File: src/rtl/gemm_pkg.sv
// Shared types for the GEMM MAC engine.
// State encoding, dimension type and operand-extension width.
package gemm_pkg;

  typedef enum logic [2:0] {
    IDLE,
    FETCH,
    WRITE,
    DONE,
    ERR
  } state_e;

  typedef logic [15:0] dim_t;

  function automatic int ext_width(int w);
    return w + 1;
  endfunction

  localparam int ExtWidth = ext_width(8);

endpackage

File: src/rtl/gemm_mac_unit.sv
// Operand extension, multiply, accumulate and final C add.
// GEMM_SAT_EN widens the accumulator and saturates the written value.
module gemm_mac_unit
  import gemm_pkg::*;
#(
  parameter int InW  = 8,
  parameter int OutW = 32,
  parameter int AccW = 32
) (
  input  logic            clk_i,
  input  logic            rst_ni,
  input  logic            clear_i,
  input  logic            acc_en_i,
  input  logic            signed_i,
  input  logic            accum_i,
  input  logic [InW-1:0]  a_i,
  input  logic [InW-1:0]  b_i,
  input  logic [OutW-1:0] c_i,
  output logic [OutW-1:0] result_o
);

  localparam int ExtW = ext_width(InW);

  logic signed [ExtW-1:0]   a_x;
  logic signed [ExtW-1:0]   b_x;
  logic signed [2*ExtW-1:0] prod;
  logic signed [AccW-1:0]   prod_x;
  logic signed [AccW-1:0]   c_x;
  logic signed [AccW-1:0]   acc_q;
  logic signed [AccW-1:0]   sum;

  assign a_x    = {signed_i & a_i[InW-1], a_i};
  assign b_x    = {signed_i & b_i[InW-1], b_i};
  assign prod   = a_x * b_x;
  assign prod_x = AccW'(prod);
  assign c_x    = signed_i ? AccW'($signed(c_i))
                           : AccW'(c_i);
  assign sum    = acc_q + prod_x
                + (accum_i ? c_x : '0);

  always_ff @(posedge clk_i or negedge rst_ni) begin
    if (!rst_ni) begin
      acc_q <= '0;
    end else if (clear_i) begin
      acc_q <= '0;
    end else if (acc_en_i) begin
      acc_q <= acc_q + prod_x;
    end
  end

`ifdef GEMM_SAT_EN
  localparam logic signed [AccW-1:0] SMax =
    $signed({{(AccW-OutW+1){1'b0}}, {(OutW-1){1'b1}}});
  localparam logic signed [AccW-1:0] SMin =
    $signed({{(AccW-OutW+1){1'b1}}, {(OutW-1){1'b0}}});
  localparam logic signed [AccW-1:0] UMax =
    $signed({{(AccW-OutW){1'b0}}, {OutW{1'b1}}});

  always_comb begin
    result_o = sum[OutW-1:0];
    if (signed_i) begin
      if (sum > SMax) result_o = SMax[OutW-1:0];
      else if (sum < SMin) result_o = SMin[OutW-1:0];
    end else begin
      if (sum < 0) result_o = '0;
      else if (sum > UMax) result_o = '1;
    end
  end
`else
  assign result_o = sum[OutW-1:0];
`endif

endmodule

File: src/rtl/gemm_mac_engine.sv
// Runtime-sized GEMM engine, one MAC per cycle, m/n/k loop order.
// Optional saturation via GEMM_SAT_EN.
module gemm_mac_engine
  import gemm_pkg::*;
#(
  parameter int AddrWidth    = 12,
  parameter int InDataWidth  = 8,
  parameter int OutDataWidth = 32,
  parameter int DimWidth     = $bits(dim_t)
) (
  input  logic                    clk_i,
  input  logic                    rst_ni,
  input  logic                    start_i,
  input  logic [DimWidth-1:0]     M_rows_i,
  input  logic [DimWidth-1:0]     K_cols_i,
  input  logic [DimWidth-1:0]     N_cols_i,
  input  logic [AddrWidth-1:0]    base_addr_A_i,
  input  logic [AddrWidth-1:0]    base_addr_B_i,
  input  logic [AddrWidth-1:0]    base_addr_C_i,
  input  logic                    signed_mode_i,
  input  logic                    accumulate_i,
  output logic                    busy_o,
  output logic                    done_o,
  output logic                    err_o,
  output logic [AddrWidth-1:0]    A_addr_o,
  input  logic [InDataWidth-1:0]  A_rd_data_i,
  output logic [AddrWidth-1:0]    B_addr_o,
  input  logic [InDataWidth-1:0]  B_rd_data_i,
  output logic [AddrWidth-1:0]    C_addr_o,
  output logic                    C_we_o,
  output logic [OutDataWidth-1:0] C_wr_data_o,
  input  logic [OutDataWidth-1:0] C_rd_data_i
);

`ifdef GEMM_SAT_EN
  localparam int AccWidth = OutDataWidth + DimWidth;
`else
  localparam int AccWidth = OutDataWidth;
`endif

  typedef logic [DimWidth-1:0]  cnt_t;
  typedef logic [AddrWidth-1:0] addr_t;

  state_e state;
  cnt_t   m_dim, k_dim, n_dim;
  cnt_t   m_q, n_q, k_q;
  addr_t  a_row, b_col, b_base;
  logic   sgn_q, acc_mode_q;
  logic   zero_dim, k_last, n_last, m_last;
  logic   mac_clr, mac_en;
  logic [OutDataWidth-1:0] mac_res;

  assign zero_dim = (M_rows_i == '0)
                  | (K_cols_i == '0)
                  | (N_cols_i == '0);
  assign k_last = k_q == k_dim - cnt_t'(1);
  assign n_last = n_q == n_dim - cnt_t'(1);
  assign m_last = m_q == m_dim - cnt_t'(1);

  // First FETCH cycle sees stale read data, so it is not accumulated.
  assign mac_en  = (state == FETCH) && (k_q != '0);
  assign mac_clr = (state == WRITE);

  assign C_wr_data_o = C_we_o ? mac_res : '0;

  gemm_mac_unit #(
    .InW  (InDataWidth),
    .OutW (OutDataWidth),
    .AccW (AccWidth)
  ) u_mac (
    .clk_i    (clk_i),
    .rst_ni   (rst_ni),
    .clear_i  (mac_clr),
    .acc_en_i (mac_en),
    .signed_i (sgn_q),
    .accum_i  (acc_mode_q),
    .a_i      (A_rd_data_i),
    .b_i      (B_rd_data_i),
    .c_i      (C_rd_data_i),
    .result_o (mac_res)
  );

  always_ff @(posedge clk_i or negedge rst_ni) begin
    if (!rst_ni) begin
      state      <= IDLE;
      m_dim      <= '0;
      k_dim      <= '0;
      n_dim      <= '0;
      m_q        <= '0;
      n_q        <= '0;
      k_q        <= '0;
      a_row      <= '0;
      b_col      <= '0;
      b_base     <= '0;
      sgn_q      <= 1'b0;
      acc_mode_q <= 1'b0;
      busy_o     <= 1'b0;
      done_o     <= 1'b0;
      err_o      <= 1'b0;
      C_we_o     <= 1'b0;
      A_addr_o   <= '0;
      B_addr_o   <= '0;
      C_addr_o   <= '0;
    end else begin
      done_o <= 1'b0;
      err_o  <= 1'b0;
      C_we_o <= 1'b0;
      unique case (state)
        IDLE: begin
          if (start_i) begin
            m_dim      <= M_rows_i;
            k_dim      <= K_cols_i;
            n_dim      <= N_cols_i;
            sgn_q      <= signed_mode_i;
            acc_mode_q <= accumulate_i;
            m_q        <= '0;
            n_q        <= '0;
            k_q        <= '0;
            if (zero_dim) begin
              state  <= ERR;
              done_o <= 1'b1;
              err_o  <= 1'b1;
            end else begin
              state    <= FETCH;
              busy_o   <= 1'b1;
              a_row    <= base_addr_A_i;
              b_col    <= base_addr_B_i;
              b_base   <= base_addr_B_i;
              A_addr_o <= base_addr_A_i;
              B_addr_o <= base_addr_B_i;
              C_addr_o <= base_addr_C_i;
            end
          end
        end
        FETCH: begin
          if (k_last) begin
            state  <= WRITE;
            C_we_o <= 1'b1;
          end else begin
            k_q      <= k_q + cnt_t'(1);
            A_addr_o <= A_addr_o + addr_t'(1);
            B_addr_o <= B_addr_o + addr_t'(n_dim);
          end
        end
        WRITE: begin
          k_q <= '0;
          if (n_last && m_last) begin
            state  <= DONE;
            busy_o <= 1'b0;
            done_o <= 1'b1;
          end else if (n_last) begin
            state    <= FETCH;
            n_q      <= '0;
            m_q      <= m_q + cnt_t'(1);
            a_row    <= a_row + addr_t'(k_dim);
            A_addr_o <= a_row + addr_t'(k_dim);
            b_col    <= b_base;
            B_addr_o <= b_base;
            C_addr_o <= C_addr_o + addr_t'(1);
          end else begin
            state    <= FETCH;
            n_q      <= n_q + cnt_t'(1);
            A_addr_o <= a_row;
            b_col    <= b_col + addr_t'(1);
            B_addr_o <= b_col + addr_t'(1);
            C_addr_o <= C_addr_o + addr_t'(1);
          end
        end
        DONE: state <= IDLE;
        ERR:  state <= IDLE;
        default: state <= IDLE;
      endcase
    end
  end

endmodule
File: config.mk
export PLATFORM = sky130hd
export DESIGN_NAME = gemm_mac_engine
export DESIGN_NICKNAME = d
export VERILOG_FILES = /design/src/rtl/gemm_pkg.sv /design/src/rtl/gemm_mac_unit.sv /design/src/rtl/gemm_mac_engine.sv
export SDC_FILE = /design/constraint.sdc
export NUM_CORES = 1
export LEC_CHECK = 0
export ABC_CLOCK_PERIOD_IN_PS = 12000
export BUFFER_PORTS_ARGS = -buffer_cell sky130_fd_sc_hd__buf_2
export CAP_MARGIN = 10
export CELL_PAD_IN_SITES_DETAIL_PLACEMENT = 0
export CELL_PAD_IN_SITES_GLOBAL_PLACEMENT = 1
export CORE_MARGIN = 10
export CORE_UTILIZATION = 46
export DETAILED_ROUTE_END_ITERATION = 7
export PLACE_DENSITY_LB_ADDON = 0.1
export SYNTH_ARGS = -nofsm -noshare
export SYNTH_HDL_FRONTEND = slang
export SYNTH_SLANG_ARGS = --single-unit
File: constraint.sdc
create_clock -name clk_i -period 12 [get_ports clk_i]
set_clock_uncertainty 0.2 [all_clocks]
set_input_delay 1.8 -clock clk_i [delete_from_list [all_inputs] [get_ports clk_i]]
set_output_delay 1.8 -clock clk_i [all_outputs]
set_load 0.02 [all_outputs]
# Yosys cells after proc, flatten, opt, wreduce, memory -nomap -nowiden
# Cells that the tools add are included.
# W data, S select, Z words.
[word_totals]
ff_bits = 209
word_cells = 118
in_bits = 137
output_inout_bits = 72
ramBits = 0
latchBits = 0
romBits = 0
memories = 0
[op_classes]
div = 0
addsub = 14
mux = 47
n_reduce_logical = 19
n_eq_ne = 12
n_mul = 1
bitwise_logic = 5
n_lt_le_gt_ge = 0
shift = 0
[ops]
columns = ["cell", "n"]
rows = [
  ["$mux W12", 13],
  ["$mux W32", 4],
  ["$mux W16", 6],
  ["$pmux W12 S2", 3],
  ["$pmux W12 S3", 2],
  ["$add A32 B32 Y32", 2],
  ["$pmux W16 S2", 2],
  ["$add A16 B1 Y16 const B", 3],
  ["$eq A16 B16 Y1", 3],
  ["$logic_not A16 Y1", 3],
  ["$pmux W16 S3", 1],
  ["$sub A16 B1 Y16 const B", 3],
  ["$add A12 B1 Y12 const B", 3],
  ["$add A32 B18 Y32", 1],
  ["$add A12 B12 Y12", 2],
  ["$mul A9 B9 Y18", 1],
  ["$reduce_bool A16 Y1", 1],
  ["$ne A2 B2 Y1 const B", 6],
  ["$reduce_and A4 Y1", 3],
  ["$mux W1", 9],
  ["$mux W3", 3],
  ["$pmux W3 S3", 1],
  ["$reduce_and A3 Y1", 3],
  ["$reduce_and A5 Y1", 1],
  ["other kinds (13)", 19],
]

# Longest topological paths before layout
# Gate-level depths: netlist (run 1).
[depth]
word_depth = 6
mapped_depth = 32
depth_no_buf = 31

# Hierarchy
# A second synthesis (run 1) with hierarchy kept.
[hier_totals]
cells_unflattened = 2409
area_unflattened_um2 = 20251.9
[modules_own_cells]
columns = ["module", "area_per_inst_um2", "instances", "seq_area_each_um2", "cells_each"]
rows = [
  ["gemm_mac_engine", 11631.2, 1, 4429.2, 1355],
  ["gemm_mac_unit", 8620.8, 1, 800.8, 1054],
]

# Worst setup path after synthesis (run 1)
# OpenSTA, ideal clock, no wires.
[synth_path]
path_kind = "input to output"
start = "input port B_rd_data_i[7]"
end = "output port C_wr_data_o[28]"
path_slack_ps = 263
path_buffers = 1
cell_stages = 29
t_arrival_ps = 9737
cell_sequence = "clkbuf_1 > nand2_1 > or2_2 > fa_1 > fa_1 > inv_1 > fa_1 > fa_1 > inv_1 > fa_1 > inv_1 > ha_1 > a21oi_1 > o21ai_0 > nand3_1 > a31oi_1 > xnor2_1 > inv_1 > fa_1 > ha_1 > a21oi_1 > nor2_1 > or2_2 > a21oi_1 > o211a_1 > nor4_1 > o31ai_1 > a21boi_0 > nor3_1"
[synth_between]
elab_chain_len = 5
[synth_rtl]
columns = ["item", "line_no", "rtl"]
rows = [
  ["start: declaration", "gemm_mac_engine.sv:28", "input logic [InDataWidth-1:0] B_rd_data_i,"],
  ["$and A1 B1 Y1", "gemm_mac_unit.sv:33", "assign b_x = {signed_i & b_i[InW-1], b_i};"],
  ["$mul A9 B9 Y18 (*)", "gemm_mac_unit.sv:34", "assign prod = a_x * b_x;"],
  ["$add A32 B32 Y32 (*)", "gemm_mac_unit.sv:38", "assign sum = acc_q + prod_x"],
  ["$add A32 B32 Y32 (*)", "gemm_mac_unit.sv:39", "+ (accum_i ? c_x : '0);"],
  ["$mux W32 (*)", "gemm_mac_engine.sv:64", "assign C_wr_data_o = C_we_o ? mac_res : '0;"],
  ["end: declaration", "gemm_mac_engine.sv:31", "output logic [OutDataWidth-1:0] C_wr_data_o,"],
]
# Mark *: on every way between the ends. The rest lies on a longest branch, timed or not.

# Final worst setup path (run 1)
[layout_path]
start = "input port B_rd_data_i[7]"
end = "output port C_wr_data_o[30]"
# The elaborated chain is that of the path after synthesis.

==> run_results.csv, run 1 <==
group,metric,value,unit
setup_path,r2r_start,"sgn_q$_DFFE_PN0P_",
timing,hold_viol,0,
yosys,synth_area,19900,um2
timing,relSlewSlack,23.5,%
routing,drc_errors,0,
yosys,yosysTopAreaCell,"dfrtp_1",
placement,port_buffers,208,
worst_hold_path,hp-class,"register to register",
pwr,internal_power,0.00219,W
clock_tree,cts_buffers,26,
floorplan,floorplan.initialDensity,46.4,%
clock_tree,path_clk_slew,0.06,ns
setup_path,crit_fanout,10,
pwr,max-vdd-ir-drop,0.196,mV
pwr,cellPowerDensity,172,nW/um2
grt,track_usage,22.1,%
pwr,pwr-share-seq,21.7,%
setup_path,worstSetupPathType,"input pin to output pin",
routing,drt_first_pass_iters,5,
floorplan,die_area,51900,um2
pwr,power_frac_comb,56.9,%
placement,dpl.hpwl,45900,um
routing,wl_per_cell,19.0,um
setup_path,worstSetupStartpoint,"B_rd_data_i[7]",
setup_path,crit_required,10.00,ns
routing,detail-route-antenna-nets,0,
timing,tns,0,ns
timing,fin_ws,0.564,ns
floorplan,std_cell_rows,76,
timing,setup_viol,0,
routing,drtIter0Drc,1100,
grt,grt_max_degree,73,
job,drv_cap,0,
final_layout,insertedDiodeCount,0,
yosys,synthCells,2353,
floorplan,fp.dieH,228,um
routing,routed_wl,59200,um
pwr,p_sw,0.00164,W
worst_hold_path,hp-start,"n_dim[15]$_DFFE_PN0P_",
pwr,p_leak,10.8,nW
grt,grt_remaining_overflow,0,
setup_path,slowest_delay,0.55,ns
yosys,synthesis.nets,2726,
yosys,yosysTopAreaCellShare,26.3,%
yosys,synth_area_leaders,"dfrtp_1 (26%), fa_1 (11%), ha_1 (8.2%)",
clock_tree,cts_tree,"yes",
clock_tree,worstSkewPairLatency,0.55,ns
setup_path,arrival,9.44,ns
timing,worst_pin_slew,1.14,ns
final_layout,final_nets,2891,
final_layout,final_cell_area,22400,um2
grt,grt_pass1_vias,17400,
clock_tree,cts.sinks,209,
floorplan,ios,209,
yosys,synth_edf_count,0,
yosys,ys_warn_count,0,
timing,fin_crit_sh,95.3,%
routing,num_vias,17700,
yosys,synth_seq_cells,209,
pwr,swShare,42.8,%
yosys,synth_cell_types,85,
placement,detailed_place.area,21400,um2
grt,grt_pass1_wl,95200,um
placement,place_ws,0.322,ns
yosys,synthMostInstantiatedCell,"nand2_1",
yosys,synthTopCellsByCount,"nand2_1 (320), dfrtp_1 (209), inv_1 (181)",
pwr,power,0.00384,W
floorplan,coreArea,42900,um2
grt,antenna_found_initial,1,
routing,viasPerCell,5.66,
placement,gp_congestion,0.897,
floorplan,die_x,228,um
setup_path,start_kind,"input pin",
timing,maxSlewViolCount,0,
timing,fmax,87.4,MHz
clock_tree,holdBufCountCts,0,
setup_path,crit_slowest_cell,"fa_1",
yosys,ys_async_sr_fraction,100,%
final_layout,post_route_cells_drive_above_1_share,13.5,%
yosys,syn_area_per_cell,8.45,um2
outcome,status,"finished, final reports clean",
pwr,clock_power_share,21.4,%
clock_tree,htreeDepth,1,
timing,period_minus_slack,11.44,ns
yosys,synth-main-ff-cell,"dfrtp_1",
setup_path,crit_top_cell,"fa_1",
setup_path,endpoint_kind,"output pin",
clock_tree,clockRootBuffer,"clkbuf_16",
clock_tree,cts.path.max_buffers,3,
final_layout,syn_to_final_growth,12.5,%
yosys,yosysSeqAreaShare,26.3,%
-- flip-flops by register name, indices dropped and copies added (netlist names), 16 cells and up --
| name | count |
|---|---|
| k_dim | 16 |
| k_q | 16 |
| m_dim | 16 |
| m_q | 16 |
| n_dim | 16 |
| n_q | 16 |
| u_mac.acc_q | 32 |
-- cell usage in the layout (no fill, tap or decap), drive strengths merged, types with 32 or more instances in the layout --
| cell type | n |
|---|---|
| nor3 | 64 |
| o211ai | 34 |
| o21ai | 154 |
| ha | 131 |
| a21o | 32 |
| nand3 | 54 |
| and3 | 36 |
| buf | 229 |
| a21oi | 119 |
| inv | 180 |
| xor2 | 67 |
| and2 | 77 |
| nand2 | 320 |
| clkbuf | 38 |
| fa | 105 |
| o21a | 32 |
| nor2 | 135 |
| nor4 | 32 |
| xnor2 | 92 |
| dfrtp | 209 |
| a31oi | 37 |
-- cells by family (layout without fill, tap and decap cells) --
family                   count (synthesis)  after routing  share of synthesized area [%]
AO/OA/AOI/OAI                          549            549                           17.8
XOR/XNOR                               159            159                           7.00
adder cells (fa/ha/maj)                236            236                           18.8
buffers and inverters                  274            458                           5.42
flip-flops                             209            209                           26.3
multiplexers                            44             44                           2.44
AND/OR/NAND/NOR                        882            882                           22.3
-- layer usage --
layer	share of wire (%)	GRT usage, %	up-vias
li1	-	-	8613
met3	4.9	3.20	61
met2	49	37.6	385
met5	0.020	0	-
met1	45	29.3	8606
met4	1.5	4.42	2
-- through the flow --
| stage | std cells | util, % | hold slack [ns] |
|---|---|---|---|
| after CTS | 3121 | 52.1 | 0.304 |
| after detailed placement | 3074 | 50.0 | 0.290 |
| after global placement | 3074 | 50.0 | 0.282 |
| final | 3122 | 52.1 | 0.297 |
| after floorplan | 2353 | - | 0.267 |
| after global routing | 3122 | 52.1 | 0.320 |
-- cell type report --
| cell class | instances | area [um2] |
|---|---|---|
| fillers | 4194 | 20500 |
| multi-input cells | 1870 | 13600 |
| flip-flops and latches | 209 | 5230 |
| repair buffers | 229 | 1210 |
| clock buffers | 38 | 787 |
| well taps | 585 | 732 |
| inverters | 182 | 687 |
| clock inverters | 9 | 105 |
-- timing repair --
action,4_1_cts,5_1_grt
setup endpoints to repair,0,5
setup buffers,0,1
gates resized for setup,0,8
-- worst max-delay path, delay by kind of cell --
kind,cells,cell delay [ns]
buffers and inverters,6,0.54
xor gates and xnor gates,1,0.36
AOI/OAI and AO/OA,10,1.74
and+or+nand+nor,6,1.12
adders and majority gates,8,3.87
-- power by group through the flow --
stage	combinational, W	clock (W)	sequential, W
after floorplan	0.00170	0	0.000823
after global placement	0.00213	0	0.000843
after detailed placement	0.00216	0	0.000845
after CTS	0.00217	0.000840	0.000832
after global routing	0.00248	0.000867	0.000839
final	0.00218	0.000821	0.000832
-- final timing paths --
| path | end | cells past startpoint | slack, ns |
|---|---|---|---|
| setup / recovery | C_wr_data_o[30] | 31 | 0.56 |
| hold / removal | n_dim[15]$_DFFE_PN0P_ | 2 | 0.30 |
| setup reg to reg | u_mac.acc_q[31]$_DFFE_PN0P_ | 29 | 3.51 |
| hold reg to reg | n_dim[15]$_DFFE_PN0P_ | 2 | 0.30 |
| max in group asynchronous | A_addr_o[3]$_DFFE_PN0P_ | 2 | 9.15 |
| min in group asynchronous | m_dim[7]$_DFFE_PN0P_ | 1 | 1.00 |
Note: power is estimated with default switching activity, not from simulation.
==> run 2, diff against run 1 <==
Settings changed: CORE_MARGIN 10 to unset.
==> run 2 against run 1 <==
Via count increased by 0.16%. Highest routed layer is now met4. Largest cell class unchanged. Combinational power is essentially flat. Sequential share of layout area about the same. Global-route usage increased by 4.2 points.
==> run_results.csv, run 2 (same netlist as run 1, synthesis figures left out) <==
group,metric,value,unit
outcome,status,"finished, final reports clean",
floorplan,die_x,210,um
floorplan,fp.dieH,210,um
final_layout,mostFrequentLayoutCell,"nand2_1",
setup_path,slowest_delay,0.66,ns
placement,place_ws,0.385,ns
floorplan,ios,209,
placement,gp_congestion,0.884,
timing,relSlewSlack,26.5,%
timing,period_minus_slack,11.62,ns
clock_tree,holdBufCountCts,0,
routing,drc_errors,0,
clock_tree,path_clk_slew,0.06,ns
pwr,max-vdd-ir-drop,0.180,mV
placement,dpl.hpwl,44900,um
setup_path,crit_required,10.00,ns
final_layout,post_route_cells_drive_above_1_share,13.4,%
routing,drt_first_pass_iters,5,
timing,grt_setup_unrepaired,"no",
setup_path,worstSetupPathType,"input pin to output pin",
clock_tree,cts.path.max_buffers,3,
timing,fmax,86.0,MHz
grt,grt_max_degree,81,
setup_path,crit_slowest_cell,"fa_1",
worst_hold_path,hp-class,"register to register",
setup_path,start_kind,"input pin",
routing,detail-route-antenna-nets,0,
grt,grt_pass1_vias,16900,
setup_path,crit_fanout,13,
setup_path,endpoint_kind,"output pin",
grt,grt_remaining_overflow,0,
setup_path,arrival,9.62,ns
setup_path,reg2reg_setup_slack,3.51,ns
timing,hold_viol,0,
final_layout,layout_common_cells,"nand2_1 (318), dfrtp_1 (209), buf_2 (207)",
routing,viasPerCell,5.68,
final_layout,top_register,"u_mac.acc_q",
timing,worst_pin_slew,1.09,ns
grt,grt_pass1_wl,92200,um
routing,num_vias,17700,
job,drv_cap,0,
floorplan,die_area,44100,um2
routing,wl_per_cell,18.7,um
clock_tree,htreeDepth,1,
setup_path,worstSetupStartpoint,"A_rd_data_i[7]",
final_layout,largest_reg_flops,32,
clock_tree,cts_setup_buffers,0,
timing,tns,0,ns
floorplan,floorplan.initialDensity,47.0,%
clock_tree,cts_resized,0,
setup_path,crit_path_end,"C_wr_data_o[31]",
clock_tree,cts_buffers,27,
grt,track_usage,26.2,%
final_layout,final_nets,2890,
timing,fin_ws,0.377,ns
timing,fin_crit_sh,96.9,%
clock_tree,cts.sinks,209,
timing,maxSlewViolCount,0,
pwr,p_leak,10.8,nW
placement,port_buffers,208,
final_layout,syn_to_final_growth,12.6,%
setup_path,reg2reg_to,"u_mac.acc_q[31]$_DFFE_PN0P_",
final_layout,fin_util,52.9,%
timing,setup_viol,0,
routing,drtIter0Drc,1104,
floorplan,coreArea,42300,um2
clock_tree,cts_tree,"yes",
pwr,cellPowerDensity,174,nW/um2
floorplan,std_cell_rows,75,
setup_path,r2r_start,"sgn_q$_DFFE_PN0P_",
clock_tree,worstSkewPairLatency,0.57,ns
grt,antenna_found_initial,3,
setup_path,crit_top_cell,"inv_1",
setup_path,r2r_cells,30,
clock_tree,clockRootBuffer,"clkbuf_16",
routing,routed_wl,58200,um
-- run 2: changes by cell type in the layout (fill, tap and decap cells not counted), sizes merged --
| cell | change |
|---|---|
| buf | -2 |
| clkinvlp | -1 |
| clkbuf | +3 |
| diode | +3 |
| clkinv | -3 |
| inv | +3 |
| bufinv | +1 |
-- run 2: routing by layer --
layer  up-vias  part of all wire (%)  GRT usage, %  wire (um)
met5         -                     0             0          0
met4         0                   2.3          6.85       1340
met3        77                   4.5          2.41       2610
met2       426                    46          42.8      26800
met1      8580                    47          37.4      27400
li1       8613                     -             -          -
-- run 2: how the worst min path moves through the flow --
stage	from	slack [ns]	endpoint	cells after the start
2_1_floorplan	k_dim[15]$_DFFE_PN0P_	0.27	k_dim[15]$_DFFE_PN0P_	2
3_3_place_gp	b_base[0]$_DFFE_PN0P_	0.28	b_base[0]$_DFFE_PN0P_	1
3_5_place_dp	n_dim[15]$_DFFE_PN0P_	0.29	n_dim[15]$_DFFE_PN0P_	2
4_1_cts	n_dim[15]$_DFFE_PN0P_	0.30	n_dim[15]$_DFFE_PN0P_	2
5_1_grt	b_base[2]$_DFFE_PN0P_	0.32	b_base[2]$_DFFE_PN0P_	1
6_report	n_dim[15]$_DFFE_PN0P_	0.30	n_dim[15]$_DFFE_PN0P_	2
-- run 2: per-stage QoR --
stage / power (W) / area [um2] / std cells / hold slack [ns]
5_1_grt: 0.00423 / 22400 / 3116 / 0.321
3_3_place_gp: 0.00298 / 21400 / 3064 / 0.282
4_1_cts: 0.00389 / 22400 / 3114 / 0.302
2_1_floorplan: 0.00252 / 19900 / 2353 / 0.267
6_report: 0.00388 / 22400 / 3118 / 0.298
3_5_place_dp: 0.00300 / 21400 / 3064 / 0.288
-- run 2: power by group --
part,switching (W),internal [W]
sequential,0.0000608,0.000769
clock,0.000341,0.000528
combinational,0.00126,0.000927
-- run 2: cell type report --
| cell class | instances | area [um2] |
|---|---|---|
| diodes | 3 | 7.51 |
| clock buffers | 41 | 808 |
| clock inverters | 9 | 130 |
| fillers | 4065 | 19900 |
| inverters | 182 | 683 |
| multi-input cells | 1870 | 13600 |
| flip-flops and latches | 209 | 5230 |
| well taps | 577 | 722 |
| repair buffers | 227 | 1190 |
-- run 2: critical path, delay by kind of cell --
family,cells,cell delay [ns]
xor+xnor,2,0.24
simple gates,7,1.09
buf+inv,10,1.52
fa+ha+maj,8,3.86
compound gates,6,1.11
==> run 3, diff against run 2 <==
Settings changed: ABC_AREA set to 1, CORE_UTILIZATION 46 to 44, GPL_TIMING_DRIVEN set to 0.
==> run 3 against run 2 <==
Utilization is 2.4 points lower. Global-route usage is 0.79 points higher. Maximum frequency is 2.2% higher. Synthesized area is 7.7% higher. Critical path type unchanged. First-iteration DRC count is 9.5% higher. Largest cell class unchanged. Die area is 12% higher. Wire length is 15% higher. Cell count is 28% higher. Final area is 7.9% higher.
==> run_results.csv, run 3 <==
group,metric,value,unit
outcome,status,"finished, final reports clean",
placement,dpl.hpwl,55100,um
yosys,yosysTopAreaCell,"dfrtp_1",
yosys,synth-main-ff-cell,"dfrtp_1",
setup_path,crit_top_cell,"fa_1",
yosys,ys_warn_count,0,
routing,wl_per_cell,16.7,um
yosys,synthMostInstantiatedCell,"nand2_1",
yosys,ys_async_sr_fraction,100,%
clock_tree,htreeDepth,1,
timing,maxSlewViolCount,0,
setup_path,crit_required,10.00,ns
final_layout,top_register,"u_mac.acc_q",
grt,antenna_found_initial,2,
clock_tree,cts.sinks,209,
timing,worst_pin_slew,0.906,ns
routing,drtIter0Drc,1209,
yosys,synthCells,3148,
floorplan,die_x,223,um
setup_path,worstSetupPathType,"input pin to output pin",
yosys,yosysTopAreaCellShare,24.4,%
yosys,synthTopCellsByCount,"nand2_1 (1033), inv_1 (423), nor2_1 (233)",
routing,routed_wl,67000,um
grt,grt_max_degree,80,
floorplan,floorplan.initialDensity,44.7,%
setup_path,start_kind,"input pin",
final_layout,mostFrequentLayoutCell,"nand2_1",
yosys,synth_area_leaders,"dfrtp_1 (24%), nand2_1 (18%), fa_1 (9.8%)",
grt,grt_pass1_wl,107000,um
clock_tree,path_clk_slew,0.05,ns
floorplan,die_area,49500,um2
routing,drc_errors,0,
timing,relSlewSlack,38.9,%
final_layout,final_nets,3745,
yosys,yosysSeqAreaShare,24.4,%
setup_path,arrival,9.38,ns
final_layout,syn_to_final_growth,12.8,%
worst_hold_path,hp-class,"register to register",
grt,grt_remaining_overflow,0,
yosys,synth_cell_types,55,
routing,viasPerCell,5.20,
yosys,synth_seq_cells,209,
floorplan,coreArea,47800,um2
clock_tree,worstSkewPairLatency,0.57,ns
floorplan,ios,209,
floorplan,fp.dieH,223,um
yosys,synth_area,21400,um2
yosys,synth_edf_count,0,
clock_tree,cts_tree,"yes",
setup_path,slowest_delay,0.56,ns
clock_tree,cts.path.max_buffers,3,
job,drv_cap,0,
timing,grt_setup_unrepaired,"no",
timing,setup_viol,0,
final_layout,nFillCells,4944,
final_layout,layout_common_cells,"nand2_1 (1029), inv_1 (423), nor2_1 (233)",
timing,hold_viol,0,
setup_path,crit_slowest_cell,"fa_1",
timing,period_minus_slack,11.38,ns
floorplan,std_cell_rows,80,
grt,grt_pass1_vias,20300,
setup_path,endpoint_kind,"output pin",
final_layout,fin_util,50.5,%
placement,port_buffers,192,
routing,drt_first_pass_iters,5,
final_layout,largest_reg_flops,32,
clock_tree,clockRootBuffer,"clkbuf_16",
clock_tree,holdBufCountCts,0,
routing,num_vias,20800,
grt,track_usage,27.0,%
yosys,syn_area_per_cell,6.80,um2
clock_tree,cts_buffers,26,
setup_path,crit_fanout,9,
routing,detail-route-antenna-nets,0,
timing,fmax,87.9,MHz
final_layout,post_route_cells_drive_above_1_share,10.1,%
timing,fin_crit_sh,94.8,%
placement,gp_congestion,0.953,
yosys,synthesis.nets,3521,
final_layout,insertedDiodeCount,0,
==> run 3: per-layer routing <==
metal	GRT usage, %	vias to the layer above	share of wire, %
li1	-	10500	-
met2	47.2	494	48
met5	0	-	0.019
met1	35.5	9782	45
met3	2.55	93	4.3
met4	7.61	2	2.8
==> run 3: per-stage QoR <==
stage	setup TNS [ns]	hold slack [ns]	std cells	setup WS, ns	instance area, um2
after global routing	0	0.305	4004	0.0223	24100
after floorplan	0	0.254	3148	0.658	21400
final	0	0.285	4004	0.623	24100
after detailed placement	-0.347	0.274	3957	-0.258	23200
after global placement	-5.00	0.266	3955	-0.764	23100
after CTS	0	0.288	4002	0.0582	24100
==> run 3: layout make-up <==
| type | count | area [um2] | area share (%) |
|---|---|---|---|
| multi-input cells | 2424 | 14200 | 58.8 |
| clock buffers | 38 | 777 | 3.22 |
| plain buffers | 83 | 392 | 1.62 |
| well taps | 615 | 769 | 3.19 |
| flip-flops and latches | 209 | 5230 | 21.7 |
| inverters | 433 | 1630 | 6.73 |
| clock inverters | 7 | 113 | 0.466 |
| repair buffers | 195 | 1030 | 4.28 |
==> run 3: cells by family after synthesis <==
family                   after synthesis  share of synthesized area [%]
AND/OR/NAND/NOR                     1624                           31.9
buffers and inverters                516                           9.42
AO/OA/AOI/OAI                        424                           10.9
adder cells (fa/ha/maj)              236                           17.5
flip-flops                           209                           24.4
XOR/XNOR                             134                           5.62
multiplexers                           5                          0.234
==> run 3: path summary, 6_finish.rpt <==
kind,start,end,slack (ns),cells after the start
max reg2reg,sgn_q$_DFFE_PN0P_,u_mac.acc_q[23]$_DFFE_PN0P_,4.52,28
max in group asynchronous,rst_ni,m_q[1]$_DFFE_PN0P_,9.43,3
min in group asynchronous,rst_ni,A_addr_o[6]$_DFFE_PN0P_,0.98,1
max,A_rd_data_i[7],C_wr_data_o[30],0.62,31
min reg2reg,b_base[7]$_DFFE_PN0P_,b_base[7]$_DFFE_PN0P_,0.28,2
min,b_base[7]$_DFFE_PN0P_,b_base[7]$_DFFE_PN0P_,0.28,2
==> run 3: critical path, delay by kind of cell <==
family	cells	cell delay [ns]
buffers and inverters	7	0.93
and+or+nand+nor	8	0.81
xor gates and xnor gates	1	0.40
adders and majority gates	8	3.77
AOI/OAI and AO/OA	7	1.66
==> run 3: what timing repair did <==
action | 4_1_cts | 5_1_grt
pin swaps | 0 | 1
cloned | 0 | 1
endpoints found under the setup margin | 3 | 10
buffers inserted | 0 | 1
resized for setup | 2 | 8
Power of run 3 is left out: the tool's default activity adds up to more than one toggle a clock period on the data nets, which glitch-free logic cannot reach.
